==> src/rtl/or_stim_pkg.sv <==
// Shared types and widths for the OR-gate stimulus sequencer.
package or_stim_pkg;

  localparam int PATTERN_W    = 4;
  localparam int NUM_PATTERNS = 16;
  localparam int HOLD_W       = 8;
  localparam int PASS_W       = 4;

  typedef enum logic [1:0] {
    IDLE  = 2'd0,
    DRIVE = 2'd1,
    DONE  = 2'd2
  } state_t;

endpackage

==> src/rtl/or_stim_hold_timer.sv <==
// Per-pattern hold counter: counts 0..HOLD_CYCLES-1, frozen while disabled,
// forced to zero while cleared. o_tc marks the last hold cycle.
module or_stim_hold_timer
  import or_stim_pkg::*;
#(
  parameter int HOLD_CYCLES = 4
) (
  input  logic clk,
  input  logic rst_n,
  input  logic i_clr,
  input  logic i_en,
  output logic o_tc
);

  localparam logic [HOLD_W-1:0] TC_VAL = HOLD_W'(HOLD_CYCLES - 1);

  logic [HOLD_W-1:0] r_cnt;

  assign o_tc = (r_cnt == TC_VAL);

  always_ff @(posedge clk or negedge rst_n) begin
    if (!rst_n) begin
      r_cnt <= '0;
    end else if (i_clr) begin
      r_cnt <= '0;
    end else if (i_en) begin
      r_cnt <= o_tc ? '0 : r_cnt + 1'b1;
    end
  end

endmodule

==> src/rtl/or_gate_stimulus_sequencer.sv <==
// Sweeps all 16 a/b/c/d patterns for a four-input OR gate, NUM_PASSES times per start.
// Define OR_STIM_GRAY_ORDER_EN to drive the patterns in Gray order instead of binary.
module or_gate_stimulus_sequencer
  import or_stim_pkg::*;
#(
  parameter int HOLD_CYCLES = 4,
  parameter int NUM_PASSES  = 1
) (
  input  logic                 clk,
  input  logic                 rst_n,
  input  logic                 start,
  input  logic                 pause,
  output logic                 a,
  output logic                 b,
  output logic                 c,
  output logic                 d,
  output logic [PATTERN_W-1:0] pattern_idx,
  output logic                 sample,
  output logic                 busy,
  output logic                 done,
  output logic [1:0]           dbg_state
);

  localparam logic [PATTERN_W-1:0] LAST_IDX  = PATTERN_W'(NUM_PATTERNS - 1);
  localparam logic [PASS_W-1:0]    LAST_PASS = PASS_W'(NUM_PASSES - 1);

  state_t               r_state, w_state_nxt;
  logic [PATTERN_W-1:0] r_idx, w_idx_nxt;
  logic [PASS_W-1:0]    r_pass, w_pass_nxt;
  logic                 w_adv;
  logic                 w_tc;
  logic                 w_clr;
  logic [PATTERN_W-1:0] w_pat;

  // start is a level, sampled only in IDLE; pause freezes every DRIVE-state register.
  assign w_adv = (r_state == DRIVE) && !pause;
  assign w_clr = (r_state != DRIVE);

  or_stim_hold_timer #(
    .HOLD_CYCLES(HOLD_CYCLES)
  ) u_hold_timer (
    .clk  (clk),
    .rst_n(rst_n),
    .i_clr(w_clr),
    .i_en (w_adv),
    .o_tc (w_tc)
  );

  always_ff @(posedge clk or negedge rst_n) begin
    if (!rst_n) begin
      r_state <= IDLE;
      r_idx   <= '0;
      r_pass  <= '0;
    end else begin
      r_state <= w_state_nxt;
      r_idx   <= w_idx_nxt;
      r_pass  <= w_pass_nxt;
    end
  end

  always_comb begin
    w_state_nxt = r_state;
    w_idx_nxt   = r_idx;
    w_pass_nxt  = r_pass;
    case (r_state)
      IDLE: begin
        if (start) begin
          w_state_nxt = DRIVE;
          w_idx_nxt   = '0;
          w_pass_nxt  = '0;
        end
      end
      DRIVE: begin
        if (w_adv && w_tc) begin
          if (r_idx == LAST_IDX) begin
            w_idx_nxt = '0;
            if (r_pass == LAST_PASS) begin
              w_state_nxt = DONE;
            end else begin
              w_pass_nxt = r_pass + 1'b1;
            end
          end else begin
            w_idx_nxt = r_idx + 1'b1;
          end
        end
      end
      DONE: begin
        w_state_nxt = IDLE;
        w_idx_nxt   = '0;
        w_pass_nxt  = '0;
      end
      default: begin
        w_state_nxt = IDLE;
        w_idx_nxt   = '0;
        w_pass_nxt  = '0;
      end
    endcase
  end

`ifdef OR_STIM_GRAY_ORDER_EN
  assign w_pat = r_idx ^ (r_idx >> 1);
`else
  assign w_pat = r_idx;
`endif

  assign {a, b, c, d} = w_pat;
  assign pattern_idx  = r_idx;
  assign sample       = w_adv && w_tc;
  assign busy         = (r_state == DRIVE);
  assign done         = (r_state == DONE);
  assign dbg_state    = r_state;

endmodule

==> config.mk <==
export PLATFORM = sky130hd
export DESIGN_NAME = or_gate_stimulus_sequencer
export DESIGN_NICKNAME = d
export VERILOG_FILES = /design/src/rtl/or_stim_pkg.sv /design/src/rtl/or_stim_hold_timer.sv /design/src/rtl/or_gate_stimulus_sequencer.sv
export SDC_FILE = /design/constraint.sdc
export NUM_CORES = 1
export LEC_CHECK = 0
export BUFFER_PORTS_ARGS = -buffer_cell sky130_fd_sc_hd__buf_2
export CAP_MARGIN = 0
export CORE_AREA = 3 3 65 67
export DETAILED_ROUTE_END_ITERATION = 12
export DIE_AREA = 0 0 68 70
export SLEW_MARGIN = 40
export SYNTH_ARGS = -nofsm -noshare
export SYNTH_HDL_FRONTEND = slang
export SYNTH_SLANG_ARGS = --single-unit
==> constraint.sdc <==
create_clock -name clk -period 1.9 [get_ports clk]
set_input_delay 0.38 -clock clk [delete_from_list [all_inputs] [get_ports clk]]
set_output_delay 0.38 -clock clk [all_outputs]
set_load 0.02 [all_outputs]
; ---- Yosys cells after proc, flatten, opt, wreduce, memory -nomap -nowiden
; Cells that the tools add are included.
[classes]
add_sub_neg = 3
n_eq_ne = 10
muxes = 16
reduce_logical = 9
[op_table]
columns = op, count
row1 = 2-to-1 mux 4 bit, 6
row2 = 2-to-1 mux 8 bit, 3
row3 = case mux 4 bit (2 select lines), 2
row4 = "adder 4 x 1 -> 4 bit, second input constant", 2
row5 = "adder 8 x 1 -> 8 bit, second input constant", 1
row6 = "equality test 8 x 2 -> 1 bit, second input constant", 1
row7 = 2-to-1 mux 2 bit, 4
row8 = AND reduction 4 bit, 2
row9 = "inequality test 2 x 1 -> 1 bit, second input constant", 3
row10 = "inequality test 2 bit, second input constant", 3
row11 = "equality test 4 bit, second input constant", 1
row12 = logical NOT 4 bit, 1
row13 = case mux 2 bit (2 select lines), 1
row14 = "equality test 2 x 1 -> 1 bit, second input constant", 1
row15 = "equality test 2 bit, second input constant", 1
row16 = logical AND 1 bit, 2
row17 = logical NOT 2 bit, 1
row18 = AND reduction 2 bit, 1
row19 = nonzero test 2 bit, 1
row20 = logical NOT 1 bit, 1
[totals]
regBits = 18
inputBits = 4
out_inout_bits = 13

; ---- Depth between registers and ports, before layout
[depth]
word_depth = 5
mapped_depth = 7
ltp_nobuf = 6

; ---- Modules after synthesis
; A second synthesis with hierarchy kept.
[unflattened]
hier_cells = 111
hier_area_um2 = 1074.8
[modules_own_cells]
columns = mod, n_inst, cells_each, area_each_um2, seq_area_each_um2
row1 = or_gate_stimulus_sequencer, 1, 64, 623.1, 250.2
row2 = or_stim_hold_timer, 1, 47, 451.7, 200.2

; ---- Worst setup path before layout
; Ideal clock, no wire load.
[synth_path]
path_kind = register -> register
startpoint = register u_hold_timer.r_cnt[0]
endpoint = register r_idx[3], in the netlist pattern_idx[3]
setup_time_ns = 0.082
arrival_ns = 1.851
required_ns = 1.818
path_slack_ns = -0.033
stages_incl_launch_ff = 6
synth_period_minus_slack_ns = 1.933
cell_sequence = dfrtp_1 > ha_1 > or4b_4 > nor3_2 > a41oi_1 > a31oi_1
[synth_via]
elab_chain_len = 4
[synth_lines]
columns = item, line_no
row1 = from (decl), or_stim_hold_timer.sv:17  ; logic [HOLD_W-1:0] r_cnt;
row2 = from (signal assigned), or_stim_hold_timer.sv:27  ; r_cnt <= o_tc ? '0 : r_cnt + 1'b1;
row3 = equality test 8 x 2 -> 1 bit, or_stim_hold_timer.sv:19  ; assign o_tc = (r_cnt == TC_VAL);
row4 = logical AND 1 bit, --
row5 = net sample, or_gate_stimulus_sequencer.sv:18  ; output logic sample,
row6 = inequality test 2 bit (no source line), --
row7 = AND reduction 2 bit (no source line), --
row8 = to (signal assigned), or_gate_stimulus_sequencer.sv:56  ; r_idx <= w_idx_nxt;
row9 = to (decl), or_gate_stimulus_sequencer.sv:28  ; logic [PATTERN_W-1:0] r_idx, w_idx_nxt;
; The timed path passes the listed nets, and every way through them passes these cells.
; A chain may end at the register's enable or synchronous reset.

; ---- Worst setup path after layout
[layout_path]
startpoint = register u_hold_timer.r_cnt[0]
endpoint = output port sample
[layout_via]
elab_chain_len = 2
[layout_lines]
columns = item, line_no
row1 = equality test 8 x 2 -> 1 bit, or_stim_hold_timer.sv:19
row2 = logical AND 1 bit, or_gate_stimulus_sequencer.sv:108  ; assign sample = w_adv && w_tc;
row3 = to (decl), or_gate_stimulus_sequencer.sv:18
; Every way passes these cells.

==> impl_metrics.json <==
{
  "outcome": "finished, violations left",
  "violations": "negative setup slack",
  "period_minus_slack_ns": 1.94,
  "regArea_um2": 450,
  "synth-edff-count": 0,
  "drt_iter0_drc": 37,
  "finalSetupViolations": 1,
  "layout.nets": 155,
  "crit_path_end_kind": "output port",
  "syn_nets": 122,
  "yosys_warnings": 0,
  "clk_path_buf_depth": 2,
  "firstDrtPassIters": 4,
  "total_power_mw": 1.56,
  "track_usage_pct": 11.0,
  "synth_top_area_share_pct": 40.8,
  "power_density_nw_per_um2": 1120,
  "grt_max_degree": 19,
  "finalSetupTns_ns": -0.0389,
  "htree_levels": 1,
  "r2r_cells": 6,
  "fin_util_pct": 37.7,
  "clock_latency_ns": 0.25,
  "maxCapViolCount": 0,
  "drc": 0,
  "seq_area_frac_synth_pct": 40.8,
  "ys.flop_type": "dfrtp_1",
  "antenna_cells": 0,
  "worst_pin_slew_ns": 0.411,
  "cts_tree": "yes",
  "path_buf_inv": 1,
  "num_vias": 989,
  "die_h_um": 70,
  "path_delay_family": "simple AND/OR/NAND/NOR gates",
  "multi_input_comb_area_um2": 588,
  "cp_slowest_cell": "or4b_4",
  "p_leak_nw": 0.630,
  "synthMuxAreaShare_pct": 2.83,
  "ys_ff_latch": 18,
  "timing.rr.end": "r_pass[3]",
  "final.period_utilization_pct": 102,
  "antenna_left": 0,
  "critPathLaunchType": "flop",
  "synth_fa_ha_area_share_pct": 4.54,
  "place_inst": 185,
  "max_freq_ghz": 0.516,
  "r2r_setup_slack_ns": 0.02,
  "holdBufCountCts": 0,
  "core_area_um2": 3690,
  "wl_per_cell_um": 13.1,
  "netlist_area_um2": 1100,
  "synth.avg_cell_area_um2": 9.68,
  "yosysUniqueCellTypes": 41,
  "antenna_found_initial": 0,
  "fin_ws_ns": -0.0389,
  "synth_top_cells_by_area": "dfrtp_1 (41%), a21oi_1 (4.5%), ha_1 (4.5%)",
  "rows": 22,
  "synth_simple_gate_area_share_pct": 27.3,
  "cts_buffers": 3,
  "crit_arrival_ns": 1.56,
  "path_max_fanout": 3,
  "regToRegStartpoint": "u_hold_timer.r_cnt[0]",
  "syn_inst": 114,
  "final_cell_mix": "dfrtp_1 (18), buf_4 (18), buf_2 (15)",
  "stdcell_area_um2": 1390,
  "grt_pass1_wl_um": 4020,
  "syn_to_final_growth_pct": 26.1,
  "grt_pass1_vias": 901,
  "crit_type": "flop to output port",
  "dp_hpwl_um": 1890,
  "yosysTopAreaCell": "dfrtp_1",
  "portBuffers": 16,
  "fp.dieW_um": 68,
  "start_util_pct": 29.9,
  "rsz0062_at_grt": "true",
  "wl_um": 2520,
  "viasPerCell": 5.12,
  "hold_path_class": "primary input to async pin",
  "max_slew_margin_pct": 72.6,
  "grt-ovfl-total": 0,
  "final_cells": 193,
  "cts_root_buffer": "clkbuf_8",
  "die-area_um2": 4760,
  "io-pin-count": 17,
  "dpl_worst_slack_ns": 0.0931,
  "peakVddDrop_v": 0.000475,
  "crit_path_max_incr_delay_ns": 0.50,
  "holdWs_ns": 0.0503,
  "clk_pin_slew_ns": 0.06,
  "fin_skew_ns": 0.00330,
  "synth_xor_area_share_pct": 0.794,
  "drive_gt1_share_pct": 32.4,
  "cts_sinks": 18,
  "crit_chain": "ha_1 -> or4b_4 -> nor3_4 -> buf_6",
  "slew_viol_final": 0,
  "required_ns": 1.52,
  "finalHoldViolCount": 0,
  "synth_top_family_by_area": "simple AND/OR/NAND/NOR gates",
  "gp_congestion": 0.800,
  "async_flop_share_pct": 100,
  "synth_compound_area_share_pct": 17.2,
  "placed_area_um2": 1310,
  "fillers": 375
}
## area by class of cell
class / instances / area share [%]
multi-input cells: 82 / 42.3
flip-flops and latches: 18 / 32.4
repair buffers: 34 / 15.9
well taps: 48 / 4.32
clock buffers: 3 / 2.97
inverters: 8 / 2.16
## how the worst max path moves through the flow
stage,startpoint,end,slack (ns),cells past startpoint
floorplan,u_hold_timer.r_cnt[0],sample,0.06,3
detailed placement,u_hold_timer.r_cnt[0],r_pass[3],0.09,5
global route,u_hold_timer.r_cnt[0],sample,-0.11,4
global placement,u_hold_timer.r_cnt[0],sample,0.12,4
finish,u_hold_timer.r_cnt[0],sample,-0.04,4
CTS,u_hold_timer.r_cnt[0],sample,-0.05,4
## metal layers
metal	share of wire [%]	routed length, µm	up-vias	track usage (%)
li1	-	-	485	-
met3	4.0	102	2	3.86
met4	0.75	19	0	2.65
met2	49	1240	20	17.2
met1	46	1170	482	14.4
met5	0	0	-	0
## registers in the layout (all words and copies together), names as in the netlist
| register | count |
|---|---|
| pattern_idx | 4 |
| dbg_state | 2 |
| u_hold_timer.r_cnt | 8 |
| r_pass | 4 |
## logic make-up after synthesis
kind of cell / count (synthesis)
multiplexers: 3
buffers and inverters: 14
flip-flops: 18
XOR/XNOR: 1
adder cells (fa/ha/maj): 4
AO/OA/AOI/OAI: 30
AND/OR/NAND/NOR: 44
## power by group
| part | internal, mW | switching (mW) | total, mW |
|---|---|---|---|
| logic | 0.321 | 0.427 | 0.748 |
| registers | 0.463 | 0.0872 | 0.550 |
| clock network | 0.141 | 0.120 | 0.261 |
| total | 0.925 | 0.634 | 1.56 |
## cells in the mapped netlist, types with 2 or more instances
library cell	instances
ha_1	4
o21ai_0	4
inv_1	7
nand2b_1	2
nor3_1	3
dfrtp_1	18
nand2_1	8
buf_4	5
nand3_1	10
a41oi_1	3
a21oi_1	10
nor2b_1	2
a31oi_1	4
or3_1	3
nand4b_1	2
mux2i_1	2
o21ai_1	3
## what timing repair did
item,4_1_cts,5_1_grt
endpoints found under the setup margin,1,2
buffers inserted,5,0
pin swaps,3,0
resized for setup,2,0
cloned,0,0
No activity file was read; power rests on OpenSTA's default activity.
